<file path="config.mk">
export PLATFORM = sky130hd
export DESIGN_NAME = data_memory_arbiter
export DESIGN_NICKNAME = d
export VERILOG_FILES = /design/src/rtl/data_memory_arbiter.sv
export SDC_FILE = /design/constraint.sdc
export NUM_CORES = 1
export LEC_CHECK = 0
export CAP_MARGIN = 40
export CELL_PAD_IN_SITES_DETAIL_PLACEMENT = 0
export CELL_PAD_IN_SITES_GLOBAL_PLACEMENT = 1
export CORE_ASPECT_RATIO = 2
export CORE_UTILIZATION = 28
export CTS_BUF_LIST = sky130_fd_sc_hd__clkbuf_4 sky130_fd_sc_hd__clkbuf_8
export CTS_CLUSTER_DIAMETER = 30
export DETAILED_ROUTE_END_ITERATION = 8
export MAX_ROUTING_LAYER = met4
export PLACE_DENSITY = 0.89
export SLEW_MARGIN = 20
export SYNTH_ARGS = -nofsm -noshare
export SYNTH_HDL_FRONTEND = slang
export SYNTH_SLANG_ARGS = --single-unit
</file>
<file path="constraint.sdc">
create_clock -name clk -period 1.9 [get_ports clk]
set_clock_uncertainty 0.2 [all_clocks]
set_input_delay 0.38 -clock clk [delete_from_list [all_inputs] [get_ports clk]]
set_output_delay 0.38 -clock clk [all_outputs]
set_load 0.01 [all_outputs]
</file>
<file path="src/rtl/data_memory_arbiter.sv">
// Two-port arbiter/sequencer in front of the single-port data_memory.
// Define DMEM_ARB_RR_EN for round-robin arbitration; otherwise port 0 has fixed priority.
module data_memory_arbiter #(
   parameter int ADDRESS_WIDTH = 6,
   parameter int DATA_WIDTH    = 32
) (
   input  logic                     clk,
   input  logic                     rst,
   input  logic                     req0_valid,
   output logic                     req0_ready,
   input  logic                     req0_write,
   input  logic [ADDRESS_WIDTH-1:0] req0_address,
   input  logic [DATA_WIDTH-1:0]    req0_wdata,
   output logic                     rsp0_valid,
   output logic [DATA_WIDTH-1:0]    rsp0_rdata,
   input  logic                     req1_valid,
   output logic                     req1_ready,
   input  logic                     req1_write,
   input  logic [ADDRESS_WIDTH-1:0] req1_address,
   input  logic [DATA_WIDTH-1:0]    req1_wdata,
   output logic                     rsp1_valid,
   output logic [DATA_WIDTH-1:0]    rsp1_rdata,
   output logic                     mem_write_en,
   output logic [ADDRESS_WIDTH-1:0] mem_address,
   output logic [DATA_WIDTH-1:0]    mem_write_data,
   input  logic [DATA_WIDTH-1:0]    mem_read_data
);

   typedef enum logic {IDLE, ACCESS} state_t;

   state_t                   state_reg;
   logic                     write_reg;
   logic [ADDRESS_WIDTH-1:0] address_reg;
   logic [DATA_WIDTH-1:0]    wdata_reg;
   logic                     winner_reg;
`ifdef DMEM_ARB_RR_EN
   logic                     last_grant_reg;
`endif

   logic [1:0]               req_valid;
   logic [1:0]               grant;
   logic                     sel_write;
   logic [ADDRESS_WIDTH-1:0] sel_address;
   logic [DATA_WIDTH-1:0]    sel_wdata;
   logic                     rsp_valid_reg [2];
   logic [DATA_WIDTH-1:0]    rsp_rdata_reg [2];

   assign req_valid = {req1_valid, req0_valid};

   // Grants are combinational so the requester sees ready in the same cycle.
   always_comb begin
      grant = 2'b00;
      if (state_reg == IDLE && !rst) begin
`ifdef DMEM_ARB_RR_EN
         if (&req_valid)
            grant = last_grant_reg ? 2'b01 : 2'b10;
         else
            grant = req_valid;
`else
         if (req_valid[0])
            grant = 2'b01;
         else if (req_valid[1])
            grant = 2'b10;
`endif
      end
   end

   assign req0_ready  = grant[0];
   assign req1_ready  = grant[1];
   assign sel_write   = grant[1] ? req1_write   : req0_write;
   assign sel_address = grant[1] ? req1_address : req0_address;
   assign sel_wdata   = grant[1] ? req1_wdata   : req0_wdata;

   always_ff @(posedge clk) begin
      if (rst) begin
         state_reg   <= IDLE;
         write_reg   <= 1'b0;
         address_reg <= '0;
         wdata_reg   <= '0;
         winner_reg  <= 1'b0;
`ifdef DMEM_ARB_RR_EN
         last_grant_reg <= 1'b1;
`endif
      end else begin
         case (state_reg)
            IDLE: begin
               if (|grant) begin
                  write_reg   <= sel_write;
                  address_reg <= sel_address;
                  wdata_reg   <= sel_wdata;
                  winner_reg  <= grant[1];
`ifdef DMEM_ARB_RR_EN
                  last_grant_reg <= grant[1];
`endif
                  state_reg   <= ACCESS;
               end
            end
            ACCESS:  state_reg <= IDLE;
            default: state_reg <= IDLE;
         endcase
      end
   end

   // Reset in the access cycle must block the write before it reaches memory.
   assign mem_write_en   = (state_reg == ACCESS) && write_reg && !rst;
   assign mem_address    = address_reg;
   assign mem_write_data = wdata_reg;

   generate
      for (genvar gi = 0; gi < 2; gi++) begin : g_rsp
         always_ff @(posedge clk) begin
            if (rst) begin
               rsp_valid_reg[gi] <= 1'b0;
               rsp_rdata_reg[gi] <= '0;
            end else begin
               rsp_valid_reg[gi] <= (state_reg == ACCESS) && (winner_reg == 1'(gi));
               if (state_reg == ACCESS && winner_reg == 1'(gi))
                  rsp_rdata_reg[gi] <= write_reg ? '0 : mem_read_data;
            end
         end
      end
   endgenerate

   assign rsp0_valid = rsp_valid_reg[0];
   assign rsp0_rdata = rsp_rdata_reg[0];
   assign rsp1_valid = rsp_valid_reg[1];
   assign rsp1_rdata = rsp_rdata_reg[1];

endmodule

</file>
==> metrics.cfg <==
[status]
outcome=finished, violations left
violations=negative setup slack

[setup_path]
setup.worst_path.start_class=flop
critPathSlowestCell=or4b_4
path_cells=or4b_4 -> inv_4 -> buf_6
critPathArrivalTime_ps=1400
path_buf_inv=2
end_kind=output pin
cp_max_fo=2
path_class=reg -> out
critPathMaxStageDelay_ps=530
crit_family=simple AND/OR/NAND/NOR gates
worstPathRequired_ps=1320

[logic_synthesis]
yosysUniqueCellTypes=21
ys_seq_area_share_pct=63.3
syn_nets=488
netlist_area_mm2=0.00440
netlist_instances=374
synth-seq-cells=107
avgSynthCellArea_um2=11.8
yosysWarnings=0
netlist.area_leader.share_pct=43.7
synth_area_leaders=edfxtp_1, dfxtp_1, a211oi_1
yosys.area.top_type=edfxtp_1

[routing]
viasPerCell=4.67
drtPass1Iterations=4
drt-total-wl_mm=12.3
wl_per_cell_um=15.6
drtAntennaViolNets=0
vias=3676
drc=0
drtIter0Drc=93

[pwr]
power.density_mw_per_mm2=722
p_leak_nw=3.03
design_power_total_mw=5.14
irDropWorstVdd_v=0.000291

[die]
die_x_um=90.6
row_count=64
top_level_ports=221
initial_utilization_pct=28.8
floorplan.die.height_um=179
core_mm2=0.0153
dieArea_mm2=0.0162

[cts]
clk_pin_slew_worst_paths_ps=100
htreeDepth=3
clock-sinks=107
clk_latency_ps=360
root_buffer=clkbuf_8
cts_tree=done
cts_buffer_depth=2
cts_buffers=9
cts-hold-fix-buffers=0

[finish]
layout_commonest_cell=clkdlybuf4s50_1
areaGrowthSynthToFinish_pct=61.8
largest_register_ffs=64
antenna_cells=0
stdcell_area_mm2=0.00711
drive_gt1_share_pct=10.9
layout.nets=698
final-seq-area_mm2=0.00278
mostFrequentLayoutCells=clkdlybuf4s50_1, nor2_1, edfxtp_1, dfxtp_1
fillers=1376
multi_input_area_mm2=0.00144

[global_route]
antenna_found_initial=0
grt.total_usage_pct=15.3
grt_pass1_vias=3771
gr-total-overflow=0
grt_start_max_net_pins=41
grt_pass1_wl_mm=18.6

[place]
hpwl_mm=8.99
place_congestion=0.765
placed_cell_area_mm2=0.00684
port_buffers=220

[sta]
setup_ws_ps=-75.1
clock.fmax_mhz=506
worst_slew_pin_slew_ps=773
slew_viol_final=0
rsz0062_at_grt=yes
holdWs_ps=184
hold_viol=0
post-route-min-period_ps=1980
slew_headroom_pct=48.5
period_share_pct=104
fin_tns_setup_ps=-75.1
finalSetupViolations=1

[flow_run]
cap_violations=0

[hold_path]
hold_class=in -> reg

[worst paths after layout]
check                                                startpoint                              end  slack, ps  cells after the start
worst min-delay path                                        rst          winner_reg$_SDFFE_PP0P_        180                      3
worst max-delay path                       state_reg$_SDFF_PP0_                       req1_ready        -80                      3
worst max register to register             state_reg$_SDFF_PP0_  mem_write_data[15]$_SDFFE_PP0P_         50                      4
worst min register to register  mem_write_data[17]$_SDFFE_PP0P_  mem_write_data[17]$_SDFFE_PP0P_        320                      2
[timing repair]
| action | 4_1_cts | 5_1_grt |
|---|---|---|
| endpoints found under the setup margin | 44 | 72 |
| buffers inserted | 0 | 0 |
| hold endpoints to repair | 0 | 0 |
| resized for setup | 22 | 33 |
| pin swaps | 1 | 0 |
[synthesized netlist by cell type]
master and number:
a211oi_1 39, a21o_1 2, a21oi_1 39, a22oi_1 18, a22oi_2 21, and2_0 1
and2_1 2, buf_1 1, buf_2 4, buf_6 6, clkbuf_1 26, dfxtp_1 43
edfxtp_1 64, inv_1 4, nand2_1 2, nand2b_1 32, nor2_1 65, nor2b_1 2
o31ai_1 1, or2_0 1, or4b_4 1
[power by group]
group | switching, mW | total [mW] | internal, mW
Clock | 0.824 | 1.37 | 0.543
Combinational | 0.470 | 1.09 | 0.616
Sequential | 0.0610 | 2.69 | 2.63
Total | 1.35 | 5.14 | 3.79
[metal layers]
layer | global-route usage, % | up-vias | routed length, µm
li1 | - | 1782 | -
met1 | 13.5 | 1687 | 4260
met2 | 30.2 | 176 | 6950
met3 | 2.63 | 31 | 573
met4 | 7.93 | 0 | 495
met5 | - | - | 0
[stage by stage]
stage	util (%)	instances	setup WS, ps
6_report	46.5	787	-75.1
5_1_grt	46.5	787	-129
4_1_cts	46.0	787	-107
3_5_place_dp	44.7	771	-656
3_3_place_gp	44.7	771	-638
2_1_floorplan	-	374	39.3
[logic make-up after synthesis]
group,after synthesis,share of synthesized area [%]
AOI/OAI and AO/OA,120,20.7
buffers and inverters,41,4.64
DFF,107,63.3
and+or+nand+nor,106,11.4
[worst register-to-register path, delay by kind of cell, from the launching register on]
family          cells  cell delay [ps]
compound gates      2              340
buf+inv             1              310
flops               1              350
simple gates        1              540
[area by class of cell]
type,instances,share of cell area [%]
Tap cell,198,3.48
Multi-Input combinational cell,226,20.2
Clock inverter,6,0.809
Clock buffer,10,1.93
Sequential cell,107,39.1
Inverter,4,0.246
Timing Repair Buffer,236,34.2
Power figures use the tool's default switching activity.
